==> config.mk <==
export PLATFORM = sky130hd
export DESIGN_NAME = movimiento_jugador
export DESIGN_NICKNAME = d
export VERILOG_FILES = /design/src/rtl/movimiento_jugador.sv
export SDC_FILE = /design/constraint.sdc
export NUM_CORES = 1
export LEC_CHECK = 0
export ABC_AREA = 1
export CAP_MARGIN = 0
export CORE_MARGIN = 4
export CORE_UTILIZATION = 31
export CTS_CLUSTER_SIZE = 16
export DETAILED_ROUTE_END_ITERATION = 6
export DONT_BUFFER_PORTS = 1
export PLACE_DENSITY = 0.47
export SYNTH_ARGS = -nofsm -noshare
export SYNTH_HDL_FRONTEND = slang
export SYNTH_SLANG_ARGS = --single-unit
==> constraint.sdc <==
create_clock -name iclk -period 1.9 [get_ports iclk]
set_input_delay 0.285 -clock iclk [delete_from_list [all_inputs] [get_ports iclk]]
set_output_delay 0.285 -clock iclk [all_outputs]
set_load 0.01 [all_outputs]
==> src/rtl/movimiento_jugador.sv <==
// Player x-position controller: synchronized left/right requests drive a
// REPOSO/DER/IZQ FSM that steps a saturating position at a fixed tick rate.
module movimiento_jugador #(
    parameter int TICK_DIV = 500000,
    parameter int STEP     = 8,
    parameter int POS_MIN  = 0,
    parameter int POS_MAX  = 632,
    parameter int POS_INIT = 316
) (
    input  logic       iclk,
    input  logic       irst_n,
    input  logic       derecha,
    input  logic       izquierda,
    input  logic       icentrar,
    output logic [9:0] posicion,
    output logic       moviendo,
    output logic       direccion,
    output logic       pulso_paso,
    output logic       borde_izq,
    output logic       borde_der
);

    typedef enum logic [1:0] {
        REPOSO = 2'd0,
        DER    = 2'd1,
        IZQ    = 2'd2
    } estado_t;

    localparam logic [19:0] CNT_LAST = 20'(TICK_DIV - 1);
    localparam logic [10:0] STEP_W   = 11'(STEP);
    localparam logic [10:0] MIN_W    = 11'(POS_MIN);
    localparam logic [10:0] MAX_W    = 11'(POS_MAX);
    localparam logic [9:0]  MIN_P    = 10'(POS_MIN);
    localparam logic [9:0]  MAX_P    = 10'(POS_MAX);
    localparam logic [9:0]  INIT_P   = 10'(POS_INIT);

    logic        d_meta;
    logic        d_s;
    logic        i_meta;
    logic        i_s;
    estado_t     estado;
    estado_t     estado_sig;
    logic [19:0] cuenta;
    logic [10:0] pos_ext;
    logic [10:0] suma;
    logic [9:0]  pos_der;
    logic [9:0]  pos_izq;
    logic [9:0]  pos_paso;
    logic        paso;

    // Two-flop synchronizers for the asynchronous move requests
    always_ff @(posedge iclk) begin
        if (!irst_n) begin
            d_meta <= 1'b0;
            d_s    <= 1'b0;
            i_meta <= 1'b0;
            i_s    <= 1'b0;
        end else begin
            d_meta <= derecha;
            d_s    <= d_meta;
            i_meta <= izquierda;
            i_s    <= i_meta;
        end
    end

    // Next state: exactly one request selects a direction, otherwise rest
    always_comb begin
        estado_sig = REPOSO;
        if (d_s && !i_s) begin
            estado_sig = DER;
        end else if (i_s && !d_s) begin
            estado_sig = IZQ;
        end
    end

    // Saturating step targets computed in 11 bits so nothing wraps
    always_comb begin
        pos_ext  = {1'b0, posicion};
        suma     = pos_ext + STEP_W;
        pos_der  = (suma > MAX_W) ? MAX_P : suma[9:0];
        pos_izq  = (pos_ext < (MIN_W + STEP_W)) ? MIN_P
                                                 : posicion - STEP_W[9:0];
        pos_paso = (estado == DER) ? pos_der : pos_izq;
        paso     = (estado != REPOSO) && (cuenta == 20'd0);
    end

    // FSM, tick counter and position with registered status outputs
    always_ff @(posedge iclk) begin
        if (!irst_n) begin
            estado     <= REPOSO;
            cuenta     <= 20'd0;
            posicion   <= INIT_P;
            pulso_paso <= 1'b0;
            moviendo   <= 1'b0;
            direccion  <= 1'b0;
        end else begin
            estado    <= estado_sig;
            moviendo  <= (estado_sig != REPOSO);
            direccion <= (estado_sig == DER);

            if (estado_sig != estado || estado == REPOSO || icentrar) begin
                cuenta <= 20'd0;
            end else if (cuenta == CNT_LAST) begin
                cuenta <= 20'd0;
            end else begin
                cuenta <= cuenta + 20'd1;
            end

            if (icentrar) begin
                posicion   <= INIT_P;
                pulso_paso <= 1'b0;
            end else if (paso) begin
                posicion   <= pos_paso;
                pulso_paso <= (pos_paso != posicion);
            end else begin
                pulso_paso <= 1'b0;
            end
        end
    end

    assign borde_izq = (posicion == MIN_P);
    assign borde_der = (posicion == MAX_P);

endmodule

==> qor.csv <==
metric,value,unit
synth_cells,343,
path_clk_slew,80,ps
final_layout_size_suffix_gt1_frac,0.223,
post-route-cell-area,2820,sq um
synthSimpleGateAreaFrac,0.406,
min_period_over_period,0.961,
min_period,1830,ps
gp_congestion,0.851,
required,2130,ps
cts_buffers,5,
cpLargestDelayFamily,buffers and inverters,
ctsLongestPathBuffers,2,
worstSkewPairLatency,300,ps
clock_power_share,0.429,
finalSetupViolCount,0,
synth_compound_area_frac,0.108,
maxSlewHeadroom,0.746,
synth_top_family_by_area,simple AND/OR/NAND/NOR gates,
yosys.area_share.xor_xnor,0.0227,
use_met2,0.236,
p_total,1.63,mW
cts_tree,built,
cp.depth,14,
arrival,2050,ps
sequentialPowerShare,0.498,
grt_start_max_net_pins,15,
r2r_cells,14,
fin_cells,475,
fillers,793,
pre_cts_slack,-21.1,ps
cts.sinks,38,
final_util,0.389,
combPwrFrac,0.073,
place_inst,457,
crit_path_top_delay_cell,dfxtp_2,
ys_seq_area_frac,0.329,
vias_per_cell,4.78,
power.density,579,nW/um^2
die_h,94.4,um
startpoint,cuenta[0],
drc,0,
hold_class,in2reg,
hold_slack,81.2,ps
cts-root-buf,clkbuf_8,
antenna_cells,0,
grt_first_pass_wirelength,10.2,mm
grtUsageMet1,0.188,
port_buffers,0,
r2r-start,cuenta[0],
drt_wl_total,6.11,mm
switching_power,0.398,mW
startpoint_type,flip-flop,
dpl.hpwl,4.64,mm
wl_per_cell,12.9,um
ant_nets,0,
syn_area_per_cell,6.75,sq um
grt.overflow.total,0,
critPathKind,reg2reg,
grt_pass1_vias,2127,
ys_types,38,
hold_depth,2,
grt_use_met3,0.0335,
area_growth_syn_to_layout,21.9,%
finalMaxSlewViolations,0,
synth_seq_cells,38,
outcome,finished clean,
fin_setup_tns,0,ps
ys_warn_count,0,
fmax,548,MHz
ir_drop,0.373,mV
crit_fanout,3,
postCtsHoldBufs,0,
core_area,7250,sq um
swShare,0.244,
nets,387,
htree_levels,2,
dr.pass1.iters,4,
end_kind,flip-flop,
p_leak,1.24,nW
skew,7.27,ps
syn-cell-area,2310,sq um
p_int,1.24,mW
path_common_cell,buf_4,
track_usage,0.146,
rows,31,
dieArea,8910,sq um
via_count,2270,
yosysTopAreaCell,dfxtp_1,
synth.area.mux_share,0,
die_w,94.4,um
synth_edf_count,0,
synth_ff_type,dfxtp_1,
tightest_slew,379,ps
placed_area,2550,sq um
initial_core_util,0.319,
finalHoldViolations,0,
synth_top_area_frac,0.329,
cap_viol_max_count,0,
hold_path_startpoint,irst_n,
grt.busiest_layer,met2,
synth_fa_ha_area_frac,0.0378,
dr.first_iter.drc_count,107,
antenna_found_initial,0,
synth_nets,355,
io_pins,20,
cp_cell_sequence,ha_4 > nand2_2 > inv_2 > nand2_4 > nor2_4 > nand2_2 > nor3_4 > buf_4 > buf_4 > buf_4 > buf_4 > buf_4 > buf_4 > nor3_4,
ys_top_cells_by_area,"dfxtp_1 (33%), nand2_1 (12%), nor2_1 (7.6%), inv_1 (7.5%), nand3_1 (6.1%)",
worst_slack,73.9,ps
cp_slowest_stage_delay,350,ps
ys_async_sr_fraction,0,
crit_buf_inv,7,
[flip-flops by register name, indices dropped and copies added, names as in the netlist]
signal and cells:
moviendo 1, d_s 1, posicion 10, direccion 1, d_meta 1, i_s 1
estado 1, pulso_paso 1, cuenta 20, i_meta 1
[cells in the mapped netlist (3+ instances only)]
cell type / instances
nor3_1: 13
nand3_1: 28
a31oi_1: 3
dfxtp_1: 38
inv_2: 5
nor3_2: 4
xor2_1: 4
nand2_1: 72
nor2_1: 47
nand4_1: 8
a21oi_1: 16
o21ai_0: 16
nor3_4: 3
ha_1: 7
nand2_2: 5
inv_1: 46
[worst paths after layout]
| check | end | slack [ps] |
|---|---|---|
| setup reg to reg | cuenta[8] | 70 |
| hold / removal | estado[1] | 80 |
| hold reg to reg | i_s | 410 |
| setup / recovery | cuenta[8] | 70 |
[layout make-up]
cell class | instances | area, sq um | area share
Sequential cell | 38 | 774 | 0.275
Inverter | 52 | 198 | 0.0701
Tap cell | 99 | 124 | 0.0439
Timing Repair Buffer | 28 | 214 | 0.0758
Clock inverter | 3 | 40.0 | 0.0142
Clock buffer | 5 | 68.8 | 0.0244
Multi-Input combinational cell | 250 | 1400 | 0.497
[power groups by stage]
stage | combinational [mW] | sequential [mW] | clock, mW
2_1_floorplan | 0.0785 | 0.835 | 0
3_3_place_gp | 0.115 | 0.834 | 0
3_5_place_dp | 0.114 | 0.834 | 0
4_1_cts | 0.115 | 0.815 | 0.723
5_1_grt | 0.135 | 0.816 | 0.757
6_report | 0.120 | 0.814 | 0.702
[routing by layer]
layer  vias to the layer above  wire length [um]
met4                         0               137
met5                         -                 0
li1                       1181                 -
met3                        10               328
met2                        44              2740
met1                      1035              2900
[layout by cell type (no fill, tap or decap), types with 3 or more instances in the layout]
cell      netlist  routed
nor3_4          3       5
dfxtp_1        38      31
nor2_2          2       4
dfxtp_2         0       5
nand3_1        28      27
nor2_1         47      44
o21ai_0        16      15
nor3_2          4       3
nand2_2         5       6
buf_4           2      27
xor2_1          4       4
clkbuf_8        0       5
a31oi_1         3       3
inv_1          46      44
nand3_2         2       3
nor3_1         13      12
inv_2           5       7
a21oi_1        16      16
nand4_1         8       8
ha_1            7       4
nand2_1        72      70
[cells by family after synthesis]
logic type,after synthesis
XOR/XNOR,6
buffers and inverters,55
AO/OA/AOI/OAI,44
adder cells (fa/ha/maj),7
flip-flops,38
AND/OR/NAND/NOR,193
[worst reg2reg max path: stages (launching register included)]
cell,delay (ps)
dfxtp_2,350
ha_4,160
nand2_2,60
inv_2,50
nand2_4,80
nor2_4,40
nand2_2,80
nor3_4,50
buf_4,130
buf_4,120
buf_4,120
buf_4,120
buf_4,120
buf_4,130
nor3_4,160
[repair_timing]
item                                    4_1_cts  5_1_grt
buffers inserted                              7        3
gates resized for setup                       3       25
endpoints found under the setup margin        1        8
pin swaps                                     2        4
No activity file was read; power rests on OpenSTA's default activity.
